$ cat src/rtl/xulie_piso_tx.sv
// Parallel-in/serial-out frame generator: shifts a WIDTH-bit word MSB-first onto
// Dout, each bit held BIT_CYCLES clocks. Define XULIE_PISO_PARITY_EN to append an even-parity bit.
module xulie_piso_tx #(
  parameter int WIDTH      = 8,
  parameter int BIT_CYCLES = 1
) (
  input  logic             Clk,
  input  logic             Reset,
  input  logic             Load,
  input  logic [WIDTH-1:0] Data,
  output logic             Ready,
  output logic             Dout,
  output logic             Busy,
  output logic             Done
);

  localparam int CYC_W = $clog2(BIT_CYCLES) + 1;
  localparam int BIT_W = $clog2(WIDTH) + 1;

  localparam logic [CYC_W-1:0] CYC_LAST = CYC_W'(BIT_CYCLES - 1);
  localparam logic [BIT_W-1:0] BIT_LAST = BIT_W'(WIDTH - 1);

  typedef enum logic [1:0] {
    S_IDLE,
    S_SHIFT
`ifdef XULIE_PISO_PARITY_EN
    ,
    S_PAR
`endif
  } state_t;

  state_t           state_q, state_d;
  // The MSB goes straight to Dout on acceptance, so only the remaining bits are stored.
  logic [WIDTH-2:0] rest_q,  rest_d;
  logic [BIT_W-1:0] bit_q,   bit_d;
  logic [CYC_W-1:0] cyc_q,   cyc_d;
  logic             dout_q,  dout_d;
  logic             ready_q, ready_d;
  logic             busy_q,  busy_d;
  logic             done_q,  done_d;
`ifdef XULIE_PISO_PARITY_EN
  logic             par_q,   par_d;
`endif

  always_comb begin
    // NOTE: every signal written here gets a default first, so no path can infer a latch.
    state_d = state_q;
    rest_d  = rest_q;
    bit_d   = bit_q;
    cyc_d   = cyc_q;
    dout_d  = dout_q;
    ready_d = ready_q;
    busy_d  = busy_q;
    done_d  = 1'b0;
`ifdef XULIE_PISO_PARITY_EN
    par_d   = par_q;
`endif

    unique case (state_q)
      S_IDLE: begin
        dout_d  = 1'b0;
        ready_d = 1'b1;
        busy_d  = 1'b0;
        if (Load && ready_q) begin
          state_d = S_SHIFT;
          rest_d  = Data[WIDTH-2:0];
          dout_d  = Data[WIDTH-1];
          ready_d = 1'b0;
          busy_d  = 1'b1;
          bit_d   = '0;
          cyc_d   = '0;
`ifdef XULIE_PISO_PARITY_EN
          par_d   = ^Data;
`endif
        end
      end

      S_SHIFT: begin
        if (cyc_q != CYC_LAST) begin
          cyc_d = cyc_q + 1'b1;
        end else begin
          cyc_d = '0;
          if (bit_q != BIT_LAST) begin
            bit_d  = bit_q + 1'b1;
            dout_d = rest_q[WIDTH-2];
            rest_d = rest_q << 1;
          end else begin
`ifdef XULIE_PISO_PARITY_EN
            state_d = S_PAR;
            dout_d  = par_q;
`else
            state_d = S_IDLE;
            dout_d  = 1'b0;
            ready_d = 1'b1;
            busy_d  = 1'b0;
            done_d  = 1'b1;
`endif
          end
        end
      end

`ifdef XULIE_PISO_PARITY_EN
      S_PAR: begin
        if (cyc_q != CYC_LAST) begin
          cyc_d = cyc_q + 1'b1;
        end else begin
          cyc_d   = '0;
          state_d = S_IDLE;
          dout_d  = 1'b0;
          ready_d = 1'b1;
          busy_d  = 1'b0;
          done_d  = 1'b1;
        end
      end
`endif

      default: begin
        state_d = S_IDLE;
        dout_d  = 1'b0;
        ready_d = 1'b1;
        busy_d  = 1'b0;
      end
    endcase
  end

  // Reset aborts any frame in flight without a Done pulse and wins over Load.
  always_ff @(posedge Clk) begin
    // NOTE: sequential state uses non-blocking assignments so all registers update together.
    if (Reset) begin
      state_q <= S_IDLE;
      rest_q  <= '0;
      bit_q   <= '0;
      cyc_q   <= '0;
      dout_q  <= 1'b0;
      ready_q <= 1'b1;
      busy_q  <= 1'b0;
      done_q  <= 1'b0;
`ifdef XULIE_PISO_PARITY_EN
      par_q   <= 1'b0;
`endif
    end else begin
      state_q <= state_d;
      rest_q  <= rest_d;
      bit_q   <= bit_d;
      cyc_q   <= cyc_d;
      dout_q  <= dout_d;
      ready_q <= ready_d;
      busy_q  <= busy_d;
      done_q  <= done_d;
`ifdef XULIE_PISO_PARITY_EN
      par_q   <= par_d;
`endif
    end
  end

  assign Ready = ready_q;
  assign Busy  = busy_q;
  assign Done  = done_q;
  assign Dout  = dout_q;

endmodule

$ cat config.mk
export PLATFORM = sky130hd
export DESIGN_NAME = xulie_piso_tx
export DESIGN_NICKNAME = d
export VERILOG_FILES = /design/src/rtl/xulie_piso_tx.sv
export SDC_FILE = /design/constraint.sdc
export NUM_CORES = 1
export LEC_CHECK = 0
export BUFFER_PORTS_ARGS = -buffer_cell sky130_fd_sc_hd__buf_2
export CAP_MARGIN = 40
export CELL_PAD_IN_SITES_DETAIL_PLACEMENT = 1
export CELL_PAD_IN_SITES_GLOBAL_PLACEMENT = 2
export CORE_ASPECT_RATIO = 0.9
export CORE_MARGIN = 2
export CORE_UTILIZATION = 36
export DETAILED_ROUTE_END_ITERATION = 12
export GPL_ROUTABILITY_DRIVEN = 0
export PLACE_DENSITY = 0.92
export SYNTH_ARGS = -nofsm -noshare
export SYNTH_HDL_FRONTEND = slang
export SYNTH_SLANG_ARGS = --single-unit
$ cat constraint.sdc
create_clock -name Clk -period 4.1 [get_ports Clk]
set_input_delay 0.615 -clock Clk [delete_from_list [all_inputs] [get_ports Clk]]
set_output_delay 0.615 -clock Clk [all_outputs]
set_load 0.005 [all_outputs]
Yosys cells after proc, flatten, opt, wreduce, memory -nomap -nowiden
Index checks and enable logic that the tools add are counted.
{"block": "op_classes", "reduce_logical": 8, "bitwise": 1, "muxes": 28, "addsub": 2, "n_eq_ne": 6}
{"op": "7-bit two-way mux", "n": 3}
{"op": "7-bit case mux with 2 select lines", "n": 1}
{"op": "1-bit two-way mux", "n": 12}
{"op": "4-bit two-way mux", "n": 3}
{"op": "2-bit != test (second input constant)", "n": 4}
{"op": "1-bit case mux with 2 select lines", "n": 4}
{"op": "4-bit case mux with 2 select lines", "n": 1}
{"op": "2-bit two-way mux", "n": 3}
{"op": "4-bit by 1-bit adder with 4-bit output (second input constant)", "n": 1}
{"op": "4-bit by 3-bit != test with 1-bit output (second input constant)", "n": 1}
{"op": "2-bit case mux with 2 select lines", "n": 1}
{"op": "2-bit AND reduction", "n": 2}
{"op": "4-bit AND reduction", "n": 1}
{"op": "3-bit AND reduction", "n": 1}
{"op": "3-bit OR reduction", "n": 1}
{"op": "2-bit by 1-bit equality test with 1-bit output (second input constant)", "n": 1}
{"op": "2-bit zero test", "n": 1}
{"op": "2-bit nonzero test", "n": 1}
{"op": "1-bit adder (second input constant)", "n": 1}
{"op": "1-bit logical AND", "n": 1}
{"op": "1-bit NOT", "n": 1}
{"block": "totals", "in_bits": 11, "ff_bits": 18, "elab_cells": 53}

Depth between registers and ports, before layout
Gate-level depths: netlist of the first run.
{"block": "depth", "ltp_word": 4, "ltp_mapped": 5}

Worst setup path before layout of the first run
Ideal clock, no wire load.
{"block": "synth_path", "kind": "input to register", "from": "input Reset", "to": "register dout_q (netlist: Dout)", "stages": 3, "setup_slack_ps": 2717, "t_required_ps": 3964, "t_arrival_ps": 1247, "setup_ps": 136, "path_cell_list": "buf_2 > buf_1 > nor2_1"}
{"item": "start: declaration", "line": "8", "rtl": "input logic Reset,"}
{"item": "end signal: assignment", "line": "146", "rtl": "dout_q <= dout_d;"}
{"item": "end: declaration", "line": "37", "rtl": "logic dout_q, dout_d;"}
No word-level cell between the ends.

Final worst setup path of the first run
{"block": "layout_path", "from": "register state_q[0]", "to": "register bit_q[0]"}
{"block": "layout_between", "elab_chain_cells": 3, "elab_cells_between_ends": 8, "cone_classes": "eq/ne: 4; mux: 1; reduce/logical: 3"}
{"item": "start: declaration", "line": "32", "rtl": "state_t state_q, state_d;"}
{"item": "start signal: assignment", "line": "142", "rtl": "state_q <= state_d;"}
{"item": "2-bit by 1-bit equality test with 1-bit output or 2-bit zero test (tied branches)", "line": "59", "rtl": "unique case (state_q)"}
{"item": "2-bit != test (no source line) or 2-bit nonzero test (tied branches)"}
{"item": "4-bit AND reduction (no source line)"}
{"item": "end signal: assignment", "line": "144", "rtl": "bit_q <= bit_d;"}
{"item": "end: declaration", "line": "35", "rtl": "logic [BIT_W-1:0] bit_q, bit_d;"}
Several ways; a longest one is shown, not always the timed one.
A chain may end at the register's enable or synchronous reset.

==> results.json, run 1 <==
{
  "htreeDepth": 1,
  "critical_path_class": "flip-flop to flip-flop",
  "tightest_slew_ps": 596.8,
  "wl_per_cell_microns": 13.65,
  "slew_violations": 0,
  "wl_met1_microns": 736,
  "cts_buffers": 3,
  "vias_per_cell": 5.140,
  "fin_crit_ps": 1725,
  "ir_worst_vdd_mv": 0.2777,
  "grt_overflow": 0,
  "finalNetCount": 100,
  "grt_pass1_wl_mm": 2.787,
  "num_vias": 586,
  "crit-reg2reg-capture": "bit_q[0]",
  "whs_path_depth": 2,
  "io_pins": 15,
  "clock_path_buffers": 2,
  "clock_sinks": 16,
  "fp.dieW_microns": 54.30,
  "first_global_vias": 612,
  "dp_hpwl_mm": 1.102,
  "tns_ps": 0,
  "path_max_fanout": 13,
  "hold_buffers": 0,
  "crit-reg2reg-launch": "state_q[0]",
  "drive_above_1_share_pct": 39.08,
  "syn_inst": 75,
  "route.met2.wl_microns": 734,
  "ff2ff_path_depth": 3,
  "n_antenna_cell": 0,
  "slew_headroom_pct": 60.21,
  "maxCapViolations": 0,
  "netlist_area_sq_um": 819.5,
  "root_buffer": "clkbuf_4",
  "ant_nets": 0,
  "critical_path_arrival_ps": 1900,
  "die_area_sq_mm": 0.002675,
  "fillers": 252,
  "synth.most_common_cell": "dfxtp_1",
  "design_area_sq_um": 923.4,
  "synth_top_cell_by_area": "dfxtp_1",
  "cp-end-kind": "flip-flop",
  "synthTopCellsByCount": "dfxtp_1 (16), a211oi_2 (12), mux2i_1 (6)",
  "r2r_setup_slack_ps": 2380,
  "synth_edf_count": 0,
  "post-route-period-util_pct": 42.06,
  "setup_viol": 0,
  "powerDensity_mw_per_mm2": 391.5,
  "yosys_warnings": 0,
  "drtIter0Drc": 3,
  "grt_start_max_net_pins": 19,
  "final_util_pct": 42.71,
  "p_leak_nw": 0.3329,
  "cts_resized": 0,
  "antenna_found_initial": 0,
  "drc_errors": 0,
  "wl_mm": 1.556,
  "rows": 16,
  "hp-start": "rest_q[0]",
  "slowest_stage": "and3b_1",
  "skew_ps": 3.959,
  "synth.area.top_cells": "dfxtp_1 (39%), a211oi_2 (18%), mux2i_1 (7.3%)",
  "crit_chain": "and3b_1 -> a21o_1 -> o21ai_1",
  "dieHeight_microns": 49.27,
  "required_ps": 4270,
  "yosysSeqAreaShare_pct": 39.08,
  "hold_path_end": "rest_q[0]",
  "dr_wl_met3_microns": 74,
  "ys.flop_type": "dfxtp_1",
  "firstDrtPassIters": 4,
  "slowest_delay_ps": 640,
  "syn_to_final_growth_pct": 12.67,
  "async_flop_share_pct": 0,
  "initial_utilization_pct": 37.91,
  "hold_class": "flip-flop to flip-flop",
  "critPathLaunchType": "flip-flop",
  "hold_viol_final": 0,
  "postPlaceCellArea_sq_um": 887.1,
  "track_usage_pct": 14.25,
  "top_layer_used": "met4",
  "post-cts-setup-buffer-count": 0,
  "fmax_ghz": 0.5799,
  "fp.coreArea_sq_mm": 0.002162,
  "status": "completed",
  "syn_nets": 87,
  "cts_tree": "built",
  "clock_latency_ps": 290,
  "cts.reportedPaths.clkPinSlew_ps": 100,
  "ys_ff_latch": 16,
  "synth_area_per_cell_sq_um": 10.93,
  "port_buffers": 14,
  "synth.top_cell.area_share_pct": 39.08,
  "synth_cell_types": 28,
  "rsz0062_at_grt": "false"
}
-- sequential cells by signal, indices dropped and copies added, names as in the netlist --
signal	count
rest_q	7
Busy	1
Done	1
bit_q	4
state_q	1
Dout	1
Ready	1
-- cell usage in the layout (no fill, tap or decap), drive strengths merged, types with 2 or more instances in the layout --
cell / instances
a21oi: 3
nand3b: 2
o21ai: 2
nor2: 5
mux2i: 6
inv: 2
a211oi: 12
nand3: 2
nand2b: 4
nand2: 2
clkbuf: 4
dfxtp: 16
buf: 15
-- cells by family after synthesis --
family	synth area share [%]
buffers and inverters	7.176
XOR/XNOR	1.069
adder cells (fa/ha/maj)	1.526
flip-flops	39.08
AO/OA/AOI/OAI	30.54
multiplexers	7.329
AND/OR/NAND/NOR	13.28
-- critical path: cells and delay by family (launching register included) --
kind | cells | cell delay (ps)
AOI/OAI and AO/OA | 2 | 560
DFF | 1 | 410
and+or+nand+nor | 1 | 640
-- metrics by stage --
stage | power, mW | setup slack (ps) | cells | hold WS, ps
4_1_cts | 0.3666 | 2366 | 114 | 479.3
5_1_grt | 0.3829 | 2262 | 114 | 499.9
6_report | 0.3615 | 2375 | 114 | 479.2
2_1_floorplan | 0.2449 | 2717 | 75 | 441.6
3_3_place_gp | 0.2539 | 2004 | 109 | 464.8
3_5_place_dp | 0.2598 | 2160 | 110 | 462.9
-- final cells by class --
type	instances	area, sq um	share of cell area [%]
Clock buffer	4	36.28	3.930
Inverter	2	7.507	0.8130
Multi-Input combinational cell	50	440.4	47.70
Sequential cell	16	320.3	34.69
Tap cell	27	33.78	3.659
Timing Repair Buffer	15	85.08	9.214
-- metal layers --
layer / vias to the layer above / track usage (%)
met1: 272 / 18.34
met3: 3 / 5.521
met4: 0 / 3.750
met2: 11 / 21.89
li1: 300 / -
met5: - / 0
-- where the power goes --
| group | leakage, nW | internal (mW) | switching (mW) |
|---|---|---|---|
| logic | 0.180 | 0.0344 | 0.0398 |
| registers | 0.131 | 0.170 | 0.0111 |
| clock network | 0.0210 | 0.0541 | 0.0525 |
-- how the worst max path moves through the flow --
stage	from	end	slack [ps]
finish	state_q[0]	bit_q[0]	2380
global placement	state_q[0]	bit_q[2]	2000
global route	bit_q[0]	bit_q[2]	2260
floorplan	Reset	Dout	2720
CTS	state_q[0]	rest_q[6]	2370
detailed placement	Load	rest_q[6]	2160
Power figures use the tool's default switching activity.
==> inputs of run 2 (changes only) <==
- CORE_UTILIZATION: 36 -> 34
- PLACE_DENSITY: 0.92 -> 0.88
- clock period: 4.1 -> 1.8 ns (I/O delays scaled with it)
==> run 2 against run 1 <==
Against the previous run: global-route usage decreased by 1.2 points; largest power group unchanged; critical path depth is 1 higher; count of clock-buffer cells in the layout unchanged; highest routed layer unchanged.
==> results.json, run 2 (same netlist as run 1, synthesis figures left out) <==
{
  "status": "completed",
  "whs_path_depth": 3,
  "hold_buffers": 0,
  "grtUsageMet2_pct": 22.22,
  "antenna_found_initial": 0,
  "fp.coreArea_sq_mm": 0.002222,
  "fillers": 258,
  "hold_class": "primary input to flip-flop",
  "crit-reg2reg-launch": "bit_q[0]",
  "hold_viol_final": 0,
  "cp-end-kind": "flip-flop",
  "n_antenna_cell": 0,
  "final_common_cell": "dfxtp_1",
  "htreeDepth": 1,
  "slew_headroom_pct": 70.49,
  "fp.dieW_microns": 55.75,
  "largest_register_ff_count": 7,
  "whs_ps": 222.6,
  "fin_crit_ps": 1524,
  "critical_path_class": "flip-flop to flip-flop",
  "rows": 16,
  "dp_hpwl_mm": 1.156,
  "tightest_slew_ps": 442.6,
  "grtUsageMet1_pct": 17.35,
  "fin_ws_ps": 276.5,
  "multi_input_area_sq_um": 440.4,
  "drive_above_1_share_pct": 40.45,
  "clock_latency_ps": 280,
  "syn_to_final_growth_pct": 13.59,
  "final_cells": 116,
  "drc_errors": 0,
  "ir_worst_vdd_mv": 0.4794,
  "cts_tree": "built",
  "grt_busiest_layer": "met2",
  "grt_start_max_net_pins": 24,
  "p_leak_nw": 0.3399,
  "crit-reg2reg-capture": "bit_q[2]",
  "rsz0062_at_grt": "false",
  "initial_utilization_pct": 36.88,
  "r2r_setup_slack_ps": 280,
  "wl_mm": 1.602,
  "post-cts-setup-buffer-count": 0,
  "die_area_sq_mm": 0.002820,
  "maxCapViolations": 0,
  "critical_path_arrival_ps": 1720,
  "grt_pass1_wl_mm": 2.904,
  "clock_path_buffers": 2,
  "num_vias": 591,
  "port_buffers": 14,
  "slew_violations": 0,
  "mostFrequentLayoutCells": "dfxtp_1 (16), buf_2 (14), a211oi_2 (12), mux2i_1 (6), nor2_1 (5)",
  "root_buffer": "clkbuf_4",
  "hp-start": "Data[7]",
  "post-route-period-util_pct": 84.64,
  "hold_path_end": "Dout",
  "fmax_ghz": 0.6564,
  "critPathLaunchType": "flip-flop",
  "largest_registers": "rest_q x7, bit_q x4",
  "wl_per_cell_microns": 13.81,
  "pre_cts_slack_ps": 284.4,
  "ff2ff_path_depth": 4,
  "grtUsageMet3_pct": 1.546,
  "powerDensity_mw_per_mm2": 877.6,
  "cts_buffers": 3,
  "postPlaceCellArea_sq_um": 894.6,
  "clock_sinks": 16,
  "ant_nets": 0,
  "first_global_vias": 631,
  "placed_cells": 112,
  "setup_viol": 0,
  "cts.reportedPaths.clkPinSlew_ps": 100,
  "firstDrtPassIters": 2,
  "tns_ps": 0,
  "drtIter0Drc": 2,
  "vias_per_cell": 5.095,
  "skew_ps": 5.588,
  "grt_overflow": 0,
  "io_pins": 15,
  "dieHeight_microns": 50.58,
  "seqCellArea_sq_um": 320.3,
  "path_max_fanout": 9,
  "regMostFlops": "rest_q",
  "design_area_sq_um": 930.9,
  "cts_resized": 0,
  "track_usage_pct": 13.01,
  "required_ps": 2000,
  "finalNetCount": 102
}
==> run 2: layer usage <==
metal,up-vias,wire length (microns)
li1,304,-
met1,277,747
met2,8,803
met3,2,37
met4,0,13
met5,-,0
==> run 2: per-stage QoR <==
stage	total power, mW	util, %
6_report	0.8170	41.89
5_1_grt	0.8681	41.89
4_1_cts	0.8338	41.89
3_5_place_dp	0.5925	40.26
3_3_place_gp	0.5855	40.26
2_1_floorplan	0.5577	-
==> run 2: worst max path at each step <==
stage	to	from	depth (start not counted)	slack, ps
final	bit_q[2]	bit_q[0]	4	280
after global routing	bit_q[2]	bit_q[0]	4	160
after CTS	bit_q[2]	bit_q[0]	4	260
after detailed placement	bit_q[2]	bit_q[0]	4	280
after global placement	bit_q[2]	bit_q[0]	4	350
after floorplan	Ready	bit_q[0]	4	500
==> run 2: final cells by class <==
class | instances | area share, %
sequential | 16 | 34.41
clock buffer | 4 | 3.898
timing repair buffer | 17 | 9.946
tap | 27 | 3.629
inverter | 2 | 0.8065
multi-input combinational | 50 | 47.31
==> run 2: where the power goes <==
part,internal (mW),leakage [nW],switching [mW]
Combinational,0.0784,0.187,0.0961
Sequential,0.386,0.131,0.0202
Clock,0.123,0.0210,0.113
==> run 2: worst max-delay path, cell delays in order, from the launching register on <==
cell and delay, ps:
dfxtp_1 380, ha_1 230, nand3b_2 190, a21o_1 390, o32ai_4 250
==> inputs of run 3 (changes only) <==
- clock period: 1.8 -> 1.55 ns (I/O delays scaled with it)
==> run 3 against run 2 <==
Against the previous run: global-route usage is 0.14 points lower; critical path depth stayed put; clock skew is 1.3 ps lower; cell count is 0.86% higher; design area is 1.1% higher; clock power is 18% higher; setup slack worse by 170 ps; hold slack worse by 50 ps.
==> results.json, run 3 (same netlist as run 1, synthesis figures left out) <==
{
  "status": "completed",
  "fin_crit_ps": 1448,
  "powerDensity_mw_per_mm2": 1013,
  "finalNetCount": 103,
  "multi_input_area_sq_um": 442.9,
  "post-route-period-util_pct": 93.42,
  "wl_per_cell_microns": 14.09,
  "pre_cts_slack_ps": 138.0,
  "path_max_fanout": 9,
  "syn_to_final_growth_pct": 14.81,
  "die_area_sq_mm": 0.002820,
  "cts.reportedPaths.clkPinSlew_ps": 100,
  "whs_ps": 172.4,
  "grt_busiest_layer": "met2",
  "vias_per_cell": 5.094,
  "wl_mm": 1.648,
  "hold_class": "primary input to flip-flop",
  "slew_headroom_pct": 70.83,
  "cp-end-kind": "flip-flop",
  "setup_viol": 0,
  "rows": 16,
  "htreeDepth": 1,
  "p_total_mw": 0.9530,
  "design_area_sq_um": 940.9,
  "placed_cells": 113,
  "slew_violations": 0,
  "grtUsageMet1_pct": 14.26,
  "firstDrtPassIters": 2,
  "drive_above_1_share_pct": 42.22,
  "required_ps": 1760,
  "grt_pass1_wl_mm": 2.753,
  "num_vias": 596,
  "drtIter0Drc": 5,
  "first_global_vias": 619,
  "critical_path_arrival_ps": 1660,
  "clock_path_buffers": 2,
  "ir_worst_vdd_mv": 0.5868,
  "fillers": 254,
  "regMostFlops": "rest_q",
  "maxCapViolations": 0,
  "largest_register_ff_count": 7,
  "mostFrequentLayoutCells": "dfxtp_1 (16), buf_2 (14), a211oi_2 (12), mux2i_1 (6), nor2_1 (5)",
  "fp.dieW_microns": 55.75,
  "cts_buffers": 3,
  "drc_errors": 0,
  "initial_utilization_pct": 36.88,
  "final_util_pct": 42.34,
  "cts_tree": "built",
  "track_usage_pct": 12.88,
  "final_common_cell": "dfxtp_1",
  "p_leak_nw": 0.3412,
  "critPathLaunchType": "flip-flop",
  "fp.coreArea_sq_mm": 0.002222,
  "critical_path_class": "flip-flop to flip-flop",
  "fmax_ghz": 0.6906,
  "antenna_found_initial": 0,
  "hold_viol_final": 0,
  "postPlaceCellArea_sq_um": 902.1,
  "clock_sinks": 16,
  "grt_start_max_net_pins": 24,
  "grt_overflow": 0,
  "port_buffers": 14,
  "io_pins": 15,
  "largest_registers": "rest_q x7, bit_q x4",
  "n_antenna_cell": 0,
  "rsz0062_at_grt": "false",
  "seqCellArea_sq_um": 320.3,
  "tightest_slew_ps": 437.5,
  "ant_nets": 0,
  "skew_ps": 4.301,
  "fin_ws_ps": 101.9,
  "grtUsageMet3_pct": 4.897,
  "tns_ps": 0,
  "dieHeight_microns": 50.58,
  "clock_latency_ps": 290,
  "root_buffer": "clkbuf_4",
  "grtUsageMet2_pct": 23.02,
  "final_cells": 117
}
-- run 3: cell types whose count changed in the layout (fill, tap and decap cells not counted) --
cell   before  now
buf_4       3    4
ha_1        1    0
ha_2        0    1
-- run 3: cell type report --
cell class / instances / share of cell area, %
inverters: 2 / 0.7979
clock buffers: 4 / 3.856
well taps: 27 / 3.590
flip-flops and latches: 16 / 34.04
repair buffers: 18 / 10.64
multi-input cells: 50 / 47.07
-- run 3: critical path, cell delays in order (launching register included) --
cell and delay, ps:
dfxtp_1 400, ha_2 240, nand3b_2 120, a21o_1 360, o32ai_4 250
-- run 3: metal layers --
metal,up-vias,wire length (microns)
met4,0,8
met3,2,82
met1,277,712
li1,306,-
met2,11,845
met5,-,0
-- run 3: where the power goes --
part           leakage (nW)  internal, mW  switching, mW
clock network        0.0210         0.143          0.135
registers             0.131         0.449         0.0238
logic                 0.189        0.0914          0.111
-- run 3: path summary, 6_finish.rpt --
| check | endpoint | slack, ps | from | cells past startpoint |
|---|---|---|---|---|
| worst max-delay path | bit_q[2] | 100 | bit_q[0] | 4 |
| worst min register to register | rest_q[0] | 490 | rest_q[0] | 2 |
| worst min-delay path | Dout | 170 | Data[7] | 3 |
| worst max register to register | bit_q[2] | 100 | bit_q[0] | 4 |
-- run 3: timing repair --
item                                    4_1_cts  5_1_grt
hold buffers                                  0        0
setup buffers                                 0        0
endpoints found under the setup margin        0        1
resized for setup                             0        1
